File: config.mk
export PLATFORM = sky130hd
export DESIGN_NAME = stopwatch_digit_chain
export DESIGN_NICKNAME = d
export VERILOG_FILES = /design/src/rtl/stopwatch_digit_chain.sv
export SDC_FILE = /design/constraint.sdc
export NUM_CORES = 1
export LEC_CHECK = 0
export BUFFER_PORTS_ARGS = -buffer_cell sky130_fd_sc_hd__buf_2
export CAP_MARGIN = 5
export CORE_MARGIN = 1.5
export CORE_UTILIZATION = 30
export CTS_BUF_LIST = sky130_fd_sc_hd__clkbuf_8
export CTS_CLUSTER_DIAMETER = 40
export DETAILED_ROUTE_END_ITERATION = 7
export HOLD_SLACK_MARGIN = 0.06
export PLACE_DENSITY = 0.55
export SLEW_MARGIN = 20
export SYNTH_ARGS = -nofsm -noshare
export SYNTH_HDL_FRONTEND = slang
export SYNTH_SLANG_ARGS = --single-unit
export TNS_END_PERCENT = 30
File: constraint.sdc
create_clock -name Clock -period 1.6 [get_ports Clock]
set_input_delay 0.24 -clock Clock [delete_from_list [all_inputs] [get_ports Clock]]
set_output_delay 0.24 -clock Clock [all_outputs]
set_load 0.02 [all_outputs]
File: src/rtl/stopwatch_digit_chain.sv
// Cascade of NUM_DIGITS per-digit modulo counters with up/down count,
// synchronous clear, parallel load and wrap-or-saturate at the terminal value.
// Digit i occupies Digits[i*DIGIT_W +: DIGIT_W]; digit 0 is least significant.
module stopwatch_digit_chain #(
  parameter int                              NUM_DIGITS = 4,
  parameter int                              DIGIT_W    = 4,
  parameter logic [NUM_DIGITS*DIGIT_W-1:0]   MODULI     = {4'd6, 4'd10, 4'd6, 4'd10},
  parameter int                              WRAP       = 1
) (
  input  logic                            Clock,
  input  logic                            Reset,
  input  logic                            Clear,
  input  logic                            Load,
  input  logic [NUM_DIGITS*DIGIT_W-1:0]   LoadValue,
  input  logic                            Enable,
  input  logic                            Down,
  output logic [NUM_DIGITS*DIGIT_W-1:0]   Digits,
  output logic                            Terminal,
  output logic                            Carry
);

  localparam int BUS_W = NUM_DIGITS * DIGIT_W;

  logic [NUM_DIGITS-1:0] at_top;      // digit sits at modulus-1
  logic [NUM_DIGITS-1:0] at_bot;      // digit sits at 0
  logic [NUM_DIGITS-1:0] step;        // digit advances on this Enable tick
  logic [BUS_W-1:0]      next_digits; // chain value after one step
  logic [BUS_W-1:0]      load_clean;  // LoadValue with out-of-range digits zeroed

  // Per-digit terminal detection, ripple step enables, next value and load sanitising.
  always_comb begin
    logic                 ripple;
    logic [DIGIT_W-1:0]   modulus;
    logic [DIGIT_W-1:0]   top;
    logic [DIGIT_W-1:0]   cur;
    logic [DIGIT_W-1:0]   lv;
    // NOTE: every combinational output gets a default first so no path leaves
    // a signal unassigned, which would otherwise infer a latch.
    at_top      = '0;
    at_bot      = '0;
    step        = '0;
    next_digits = Digits;
    load_clean  = '0;
    ripple      = 1'b1;
    for (int i = 0; i < NUM_DIGITS; i++) begin
      modulus   = MODULI[i*DIGIT_W +: DIGIT_W];
      top       = modulus - DIGIT_W'(1);
      cur       = Digits[i*DIGIT_W +: DIGIT_W];
      lv        = LoadValue[i*DIGIT_W +: DIGIT_W];
      at_top[i] = (cur == top);
      at_bot[i] = (cur == '0);
      step[i]   = ripple;
      // A higher digit only moves when every lower digit is at its rollover point.
      ripple    = ripple & (Down ? at_bot[i] : at_top[i]);
      if (step[i]) begin
        if (Down) next_digits[i*DIGIT_W +: DIGIT_W] = at_bot[i] ? top : cur - DIGIT_W'(1);
        else      next_digits[i*DIGIT_W +: DIGIT_W] = at_top[i] ? '0  : cur + DIGIT_W'(1);
      end
      load_clean[i*DIGIT_W +: DIGIT_W] = (lv >= modulus) ? '0 : lv;
    end
  end

  // Terminal depends on the current direction: all-max going up, all-zero going down.
  always_comb begin
    Terminal = Down ? (&at_bot) : (&at_top);
  end

  // Digit register and rollover pulse; priority Reset > Clear > Load > Enable > hold.
  always_ff @(posedge Clock) begin
    // NOTE: sequential state uses non-blocking assignments so every register
    // samples pre-edge values, independent of statement order.
    if (Reset || Clear) begin
      Digits <= '0;
      Carry  <= 1'b0;
    end else if (Load) begin
      Digits <= load_clean;
      Carry  <= 1'b0;
    end else if (Enable) begin
      if (Terminal && (WRAP == 0)) begin
        Carry <= 1'b0;
      end else begin
        Digits <= next_digits;
        Carry  <= Terminal;
      end
    end else begin
      Carry <= 1'b0;
    end
  end

endmodule

==> run metrics, run 1 <==
share of synthesized cell area in full adder, half adder and majority cells 0; fraction of synthesized cell area taken by the top area cell type 0.224; starting DRC count in detailed routing 103; Slew Viols, Final 0; antenna violations before repair 0; warning count from the yosys run 0; required time reported for the critical path endpoint 1.36 ns; first-pass GRT wire length 7.01 mm; synthesized net count 220; Max-Slew Margin vs Limit 0.650; period utilisation layout 1.19; IO Pins 40; total cell area at the placement stage 1920 sq um; Cell Area, Synth 1520 sq um; fmax 527 MHz; core footprint 4820 sq um; share of synthesized cell area in and, or, nand and nor gates 0.313; CP endpoint kind primary output; final setup violation count 4; worst endpoint data arrival time 1.66 ns; cells along the critical path or4_1 -> nor4_2 -> a21oi_1 -> nor2_2 -> buf_6; via/cell ratio 5.19; die height 74.2 um; slew at the pin with the worst max-slew slack 0.523 ns; number of buffer and inverter stages on the critical path 1; synth top area cells sky130_fd_sc_hd__dfxtp_1, sky130_fd_sc_hd__a21oi_1, sky130_fd_sc_hd__o21ai_0; peak ir drop on the vdd network 434 uV; area of all placed cells without fillers 1990 sq um; total iterations of the first detailed-routing run 4; Routed WL per cell 13.1 um; delay of the slowest cell on the worst path 0.53 ns; final net count 275; area growth from synthesis to layout 30.7%; Total Die Area 5500 sq um; number of global-route vias before repair 1,499; cell type of the slowest stage on the worst timing path sky130_fd_sc_hd__or4_1; Synth top cells by count sky130_fd_sc_hd__a21oi_1, sky130_fd_sc_hd__dfxtp_1, sky130_fd_sc_hd__nor2_1; combined area of the multi-input logic cells 1060 sq um; buffers added on ports 39; outcome finished with violations; library cells used by synthesis 56; post-synthesis xor/xnor area fraction 0.0403; Post-Route Skew 0.00831 ns; aggregate routed wire length 4.16 mm; number of synthesized flops with an enable pin 0; leading register cell type out of synthesis sky130_fd_sc_hd__dfxtp_1; maximum number of pins on one net before global-route repair 21; post-layout total power 0.00114 W; hold-fix buffers at CTS 0; total leakage power 0.842 nW; Sequential Area 347 sq um; gp weighted congestion 0.789; Post-Place Worst Slack -0.115 ns; WS Path Type reg2out; clock-pin slew on the worst setup and hold paths 0.07 ns; TritonCTS clock tree built; category of cells accounting for the largest share of critical-path delay simple AND/OR/NAND/NOR gates; ANT cells 0; final-report hold violation count 0; type of the most critical hold path in2reg; DR DRC count 0; Cell Rows 25; total power density per cell area 572 nW/um^2; post-layout worst setup margin -0.298 ns; max capacitance violation total 0; portion of the post-synthesis area used by sequential elements 0.224; post-CTS setup-driven buffer insertion count 0; worst-path fanout max 5; fin crit period 1.90 ns; total half-perimeter wirelength after legalization and detailed placement 3.24 mm; post-synthesis sequential element count 17; remaining antenna violation count 0; Synth Area per Inst 7.68 sq um; Max Buffers Root-to-Sink 2; die boundary width 74.2 um; via total after detailed routing 1,656; Sink Count 17; proportion of register bits with asynchronous set or reset after synthesis 0; Mapped Cells 198; count of H-tree levels built during CTS 1; number of buffers created by CTS 3; Tot GR Track Use 0.161; mux share of post-synthesis cell area 0.0329; most area-hungry cell type in the Yosys netlist sky130_fd_sc_hd__dfxtp_1; total gr overflow 0; share of cells above drive strength 1 0.365; Initial Utilization 0.316; largest family of logic cells by synthesized area simple AND/OR/NAND/NOR gates; Setup crit start kind flop; complex-gate fraction of the synthesized area 0.300; Clock Latency Late Sink 0.26 ns; Fillers 538; RSZ-0062 raised after global routing true; cell at the root of the clock tree sky130_fd_sc_hd__clkbuf_8; final standard cell utilization of the core 0.412; violations in the final reports negative setup slack
[kinds of logic after synthesis]
group,Yosys count
compound gates,63
xor+xnor,7
buf+inv,24
flops,17
mux,5
simple gates,82
[worst paths after layout]
| path | from | endpoint | slack [ns] | depth (start not counted) |
|---|---|---|---|---|
| hold reg to reg | Digits[9] | Digits[9] | 0.58 | 2 |
| setup reg to reg | Digits[6] | Digits[8] | -0.05 | 5 |
| setup / recovery | Digits[3] | Terminal | -0.30 | 5 |
| hold / removal | LoadValue[5] | Digits[5] | 0.23 | 3 |
[report_power, final]
part / internal (W) / leakage (nW) / switching (W)
registers: 0.000438 / 0.140 / 0.0000137
clock network: 0.000171 / 0.0269 / 0.000155
logic: 0.000164 / 0.674 / 0.000195
[cell usage in the layout, fill, tap and decap left out, drive strengths merged, types with 6 or more instances in the layout]
cell type   n
nand3       8
nor2b       9
nor2       17
a21oi      17
a211oi      6
o21ai      14
dfxtp      17
nand2       9
buf        70
[sequential cells by signal, indices dropped and copies added (netlist names)]
register / flops
Carry: 1
Digits: 16
[what timing repair did]
| item | in CTS | in global routing |
|---|---|---|
| resized for setup | 3 | 9 |
| pin swaps | 2 | 5 |
| endpoints found under the setup margin | 5 | 16 |
[tightest hold or removal path, delay by kind of cell]
family                 cells  cell delay (ns)
AOI/OAI and AO/OA          1             0.05
buffers and inverters      1             0.10
and+or+nand+nor            1             0.05
[metrics by stage]
step                instances  setup TNS (ns)  hold slack, ns
floorplan                 198          -0.666           0.373
global placement          315          -0.383           0.506
detailed placement        315          -0.589           0.505
CTS                       319          -0.355           0.225
global route              319           -1.12           0.243
finish                    319          -0.375           0.227
[area by class of cell]
type / instances / share of cell area
clock buffers: 3 / 0.0208
clock inverters: 1 / 0.00189
inverters: 4 / 0.00756
multi-input cells: 157 / 0.535
flip-flops and latches: 17 / 0.174
well taps: 67 / 0.0422
repair buffers: 70 / 0.219
[metal layers]
layer  global-route usage  routed length [um]  up-vias
met4               0.0350                  68        0
met3               0.0298                 259        9
met5                    0                   0        -
met1                0.236                2060      762
li1                     -                   -      838
met2                0.242                1770       47
No activity file was read; power rests on OpenSTA's default activity.
==> run 2, diff against run 1 <==
--- a/config.mk
+++ b/config.mk
@@ -10,10 +10,9 @@
 export CORE_MARGIN = 1.5
 export CORE_UTILIZATION = 30
 export CTS_BUF_LIST = sky130_fd_sc_hd__clkbuf_8
-export CTS_CLUSTER_DIAMETER = 40
 export DETAILED_ROUTE_END_ITERATION = 7
 export HOLD_SLACK_MARGIN = 0.06
-export PLACE_DENSITY = 0.55
+export PLACE_DENSITY = 0.58
 export SLEW_MARGIN = 20
 export SYNTH_ARGS = -nofsm -noshare
 export SYNTH_HDL_FRONTEND = slang
==> constraint.sdc (replaced) <==
create_clock -name Clock -period 1.6 [get_ports Clock]
set_input_delay 0.24 -clock Clock [delete_from_list [all_inputs] [get_ports Clock]]
set_output_delay 0.24 -clock Clock [all_outputs]
set_load 0.1 [all_outputs]
==> run 2 against run 1 <==
Total power rose by 12%; sequential share of layout area rose by 1.0 points; critical endpoint unchanged; critical path type unchanged; core utilization rose by 1.4 points; setup slack got worse by 0.085 ns; sequential cell count did not move; final area rose by 3.5%; the run still ends with negative setup slack left.
==> run metrics, run 2 (synthesis gave the netlist of run 1 again) <==
worst endpoint data arrival time 1.74 ns; Slew Viols, Final 0; gp weighted congestion 0.858; internal cell power 0.000781 W; antenna violations before repair 0; area of all placed cells without fillers 2060 sq um; total leakage power 0.852 nW; worst hold path depth 3; TritonCTS clock tree built; starting DRC count in detailed routing 142; core footprint 4820 sq um; outcome finished with violations; RSZ-0062 raised after global routing true; Fillers 524; count of H-tree levels built during CTS 1; remaining antenna violation count 0; cell at the root of the clock tree sky130_fd_sc_hd__clkbuf_8; R2R depth 5; fraction of power spent switching nets 0.384; total half-perimeter wirelength after legalization and detailed placement 3.24 mm; most common library cell in the layout ignoring fill and taps sky130_fd_sc_hd__buf_2; aggregate routed wire length 4.30 mm; first-pass GRT wire length 7.00 mm; total power density per cell area 617 nW/um^2; combinational fraction of design power 0.379; number of global-route vias before repair 1,453; registers with the most flip-flops Digits: 16 flops, Carry: 1 flops; Sink Count 17; Hold Slack 0.217 ns; Max-Slew Margin vs Limit 0.612; buffers added on ports 39; WS Path Type reg2out; number of buffers created by CTS 3; total iterations of the first detailed-routing run 4; number of flip-flops in the largest register 16; DR DRC count 0; Routed WL per cell 13.5 um; peak ir drop on the vdd network 259 uV; Total Die Area 5500 sq um; Post-Route Skew 0.00468 ns; Max Buffers Root-to-Sink 2; commonest non-fill, non-tap cells in the layout sky130_fd_sc_hd__buf_2, sky130_fd_sc_hd__buf_4, sky130_fd_sc_hd__nor2_1; via total after detailed routing 1,625; post-layout worst setup margin -0.382 ns; violations in the final reports negative setup slack; Setup crit start kind flop; Initial Utilization 0.316; total cell area at the placement stage 1960 sq um; Tot GR Track Use 0.163; final setup violation count 8; via/cell ratio 5.11; CP endpoint kind primary output; Largest Register Digits; period utilisation layout 1.24; die boundary width 74.2 um; slew at the pin with the worst max-slew slack 0.579 ns; clock group share of total power 0.269; worst-path fanout max 2; required time reported for the critical path endpoint 1.36 ns; Clock Latency Late Sink 0.26 ns; fin crit period 1.98 ns; Cell Rows 25; die height 74.2 um; net switching power figure 0.000487 W; final-report hold violation count 0; IO Pins 40; maximum number of pins on one net before global-route repair 15; fmax 504 MHz; type of the most critical hold path in2reg; share of cells above drive strength 1 0.422; final net count 274; total gr overflow 0; max capacitance violation total 0; sequential cell fraction of total power 0.352; ANT cells 0; clock-pin slew on the worst setup and hold paths 0.08 ns; area growth from synthesis to layout 35.2%
## run 2: final cells by class
cell class / count / area (sq um) / share of cell area
multi-input combinational: 157 / 1100 / 0.533
inverter: 4 / 15.0 / 0.00730
clock inverter: 1 / 5.00 / 0.00243
tap: 67 / 83.8 / 0.0408
timing repair buffer: 69 / 435 / 0.212
clock buffer: 3 / 41.3 / 0.0201
sequential: 17 / 379 / 0.184
## run 2: worst paths after layout
kind | start | end | slack (ns)
setup / recovery | Digits[11] | Terminal | -0.38
hold / removal | LoadValue[5] | Digits[5] | 0.22
setup reg to reg | Digits[6] | Digits[8] | -0.08
hold reg to reg | Digits[15] | Digits[15] | 0.57
## run 2: worst max-delay path, stage by stage (launching register included)
cell                      delay [ns]
sky130_fd_sc_hd__dfxtp_4        0.34
sky130_fd_sc_hd__or4_4          0.54
sky130_fd_sc_hd__nor4_4         0.23
sky130_fd_sc_hd__a21oi_2        0.07
sky130_fd_sc_hd__nor2_4         0.12
sky130_fd_sc_hd__buf_12         0.18
## run 2: power by group through the flow
stage / registers (W) / logic, W / clock network [W]
floorplan: 0.000548 / 0.000240 / 0
global placement: 0.000455 / 0.000460 / 0
detailed placement: 0.000455 / 0.000462 / 0
CTS: 0.000445 / 0.000464 / 0.000351
global route: 0.000448 / 0.000518 / 0.000368
finish: 0.000446 / 0.000481 / 0.000341
## run 2: stage by stage
stage | setup WS, ns | TNS, ns | power [W] | utilization | std cells
after floorplan | -0.596 | -3.13 | 0.000788 | - | 198
after global placement | -0.0901 | -0.399 | 0.000915 | 0.408 | 314
after detailed placement | -0.0948 | -0.571 | 0.000916 | 0.408 | 314
after CTS | -0.394 | -0.513 | 0.00126 | 0.417 | 318
after global routing | -0.466 | -1.44 | 0.00133 | 0.427 | 318
final | -0.382 | -0.727 | 0.00127 | 0.427 | 318
## run 2: timing repair
action | CTS | global route
buffers inserted | 0 | 0
gates resized for setup | 0 | 13
pin swaps | 4 | 4
setup endpoints to repair | 6 | 14
hold buffers | 0 | 0
## run 2: routing by layer
metal / share of wire / GRT usage
met1: 0.52 / 0.240
met2: 0.44 / 0.250
met3: 0.040 / 0.0257
met4: 0.0033 / 0.0329
met5: 0 / 0
==> run 3, diff against run 2 <==
--- a/config.mk
+++ b/config.mk
@@ -5,14 +5,16 @@
 export SDC_FILE = /design/constraint.sdc
 export NUM_CORES = 1
 export LEC_CHECK = 0
-export BUFFER_PORTS_ARGS = -buffer_cell sky130_fd_sc_hd__buf_2
+export BUFFER_PORTS_ARGS = -buffer_cell sky130_fd_sc_hd__buf_4
 export CAP_MARGIN = 5
 export CORE_MARGIN = 1.5
 export CORE_UTILIZATION = 30
 export CTS_BUF_LIST = sky130_fd_sc_hd__clkbuf_8
 export DETAILED_ROUTE_END_ITERATION = 7
+export GPL_TIMING_DRIVEN = 0
 export HOLD_SLACK_MARGIN = 0.06
 export PLACE_DENSITY = 0.58
+export RECOVER_POWER = 50
 export SLEW_MARGIN = 20
 export SYNTH_ARGS = -nofsm -noshare
 export SYNTH_HDL_FRONTEND = slang
==> run 3 against run 2 <==
The run still ends with negative setup slack left; maximum frequency up 0.68%; combinational power down 2%; register-to-register slack worse by 0.13 ns; largest power group unchanged; first-iteration DRC count down 9.9%; worst hold slack better by 0.013 ns; global-route usage about the same; clock power about the same; clock skew up 0.0035 ns; critical path type unchanged; non-clock buffer count down 12; core utilization down 0.36 points.
==> run metrics, run 3 (synthesis gave the netlist of run 1 again) <==
outcome finished with violations; violations in the final reports negative setup slack; share of cells above drive strength 1 0.377; Critical Path End Terminal; clock-pin slew on the worst setup and hold paths 0.07 ns; Largest Register Digits; cell type of the slowest stage on the worst timing path sky130_fd_sc_hd__or4_4; fmax 508 MHz; die height 74.2 um; hold-fix buffers at CTS 0; number of global-route vias before repair 1,349; category of cells accounting for the largest share of critical-path delay simple AND/OR/NAND/NOR gates; IO Pins 40; Routed WL per cell 14.0 um; worst setup path start Digits[6]; Cell Rows 25; cell at the root of the clock tree sky130_fd_sc_hd__clkbuf_8; registers with the most flip-flops Digits: 16 flops, Carry: 1 flops; delay of the slowest cell on the worst path 0.54 ns; peak ir drop on the vdd network 273 uV; buffers added on ports 38; fin crit period 1.97 ns; core footprint 4820 sq um; total half-perimeter wirelength after legalization and detailed placement 2.99 mm; total iterations of the first detailed-routing run 4; worst endpoint data arrival time 1.73 ns; CP endpoint kind primary output; Tot GR Track Use 0.163; Reg2Reg Capture Point Digits[8]; Setup crit start kind flop; hold_sp LoadValue[6]; maximum number of pins on one net before global-route repair 12; ANT cells 0; area growth from synthesis to layout 34.1%; Clock Latency Late Sink 0.26 ns; remaining antenna violation count 0; Post-Route Setup TNS -1.76 ns; launch instance of the worst register-to-register path Digits[6]; total power density per cell area 621 nW/um^2; max capacitance violation total 0; Post-Route Skew 0.00815 ns; commonest non-fill, non-tap cells in the layout sky130_fd_sc_hd__buf_4, sky130_fd_sc_hd__a21oi_1, sky130_fd_sc_hd__o21ai_0; DR DRC count 0; aggregate routed wire length 4.27 mm; via/cell ratio 5.25; Initial Utilization 0.316; WS Path Type reg2out; number of buffer and inverter stages on the critical path 1; Fillers 532; post-layout worst setup margin -0.369 ns; number of flip-flops in the largest register 16; cells along the critical path or4_4 -> nor4_4 -> a21oi_2 -> nor2_4 -> buf_12; RSZ-0062 raised after global routing true; via total after detailed routing 1,606; post-layout total power 0.00126 W; total leakage power 0.802 nW; type of the most critical hold path in2reg; R2R depth 6; most common library cell in the layout ignoring fill and taps sky130_fd_sc_hd__buf_4; count of H-tree levels built during CTS 1; period utilisation layout 1.23; gp weighted congestion 0.788; final net count 262; Sink Count 17; worst-path fanout max 2; Total Die Area 5500 sq um; number of buffers created by CTS 3; antenna violations before repair 0; cell depth of the worst setup path 5; required time reported for the critical path endpoint 1.36 ns; slew at the pin with the worst max-slew slack 0.542 ns; Slew Viols, Final 0; total gr overflow 0; Max-Slew Margin vs Limit 0.641; FF-to-FF setup slack -0.21 ns; Max Buffers Root-to-Sink 2; final-report hold violation count 0; final setup violation count 9; first-pass GRT wire length 6.81 mm; starting DRC count in detailed routing 128; TritonCTS clock tree built; die boundary width 74.2 um
-- run 3: changes by cell type in the layout (fill, tap and decap cells not counted), sizes merged --
cell / previous run / this run
buf: 69 / 41
clkbuf: 3 / 18
dlygate4sd1: 0 / 1
-- run 3: stage by stage --
stage	worst slack (ns)	cells	utilization	instance area, sq um	hold slack (ns)
after global placement	-0.356	303	0.404	1950	0.498
after CTS	-0.406	304	0.420	2020	0.227
after floorplan	-0.596	198	-	1580	0.365
final	-0.369	306	0.423	2040	0.230
after global routing	-0.413	306	0.423	2040	0.235
after detailed placement	-0.350	303	0.404	1950	0.497
-- run 3: how the worst min path moves through the flow --
stage / to / slack (ns) / depth (start not counted)
final: Digits[6] / 0.23 / 2
after global routing: Digits[6] / 0.23 / 2
after CTS: Digits[6] / 0.23 / 2
after detailed placement: Digits[6] / 0.50 / 2
after global placement: Digits[6] / 0.50 / 2
after floorplan: Digits[5] / 0.37 / 2
-- run 3: cell type report --
cell class / count / area [sq um] / area share
clock buffer: 3 / 41.3 / 0.0203
inverter: 4 / 15.0 / 0.00737
timing repair buffer: 42 / 304 / 0.149
multi-input combinational: 157 / 1100 / 0.541
clock inverter: 1 / 5.00 / 0.00246
sequential: 17 / 379 / 0.186
tap: 67 / 83.8 / 0.0411
buffer: 15 / 108 / 0.0528
-- run 3: repair_timing --
item                                    4_1_cts  5_1_grt
endpoints found under the setup margin       12       12
resized for setup                            13       10
buffers inserted                              2        2
pin swaps                                     7       13
-- run 3: worst reg2reg max path, delay by kind of cell, from the launching register on --
kind / cells / cell delay, ns
and+or+nand+nor: 1 / 0.39
buffers and inverters: 1 / 0.17
AOI/OAI and AO/OA: 3 / 0.62
DFF: 1 / 0.35
muxes: 1 / 0.18
-- run 3: per-layer routing --
layer  vias to the layer above  GRT usage  routed length [um]
met3                         2     0.0352                 271
met4                         0     0.0350                  13
met5                         -          0                   0
met1                       737      0.251                2100
met2                        54      0.228                1890
li1                        813          -                   -
-- run 3: where the power goes --
group | switching, W | internal (W)
Combinational | 0.000296 | 0.000176
Sequential | 0.0000190 | 0.000430
Clock | 0.000171 | 0.000173
Total | 0.000486 | 0.000779
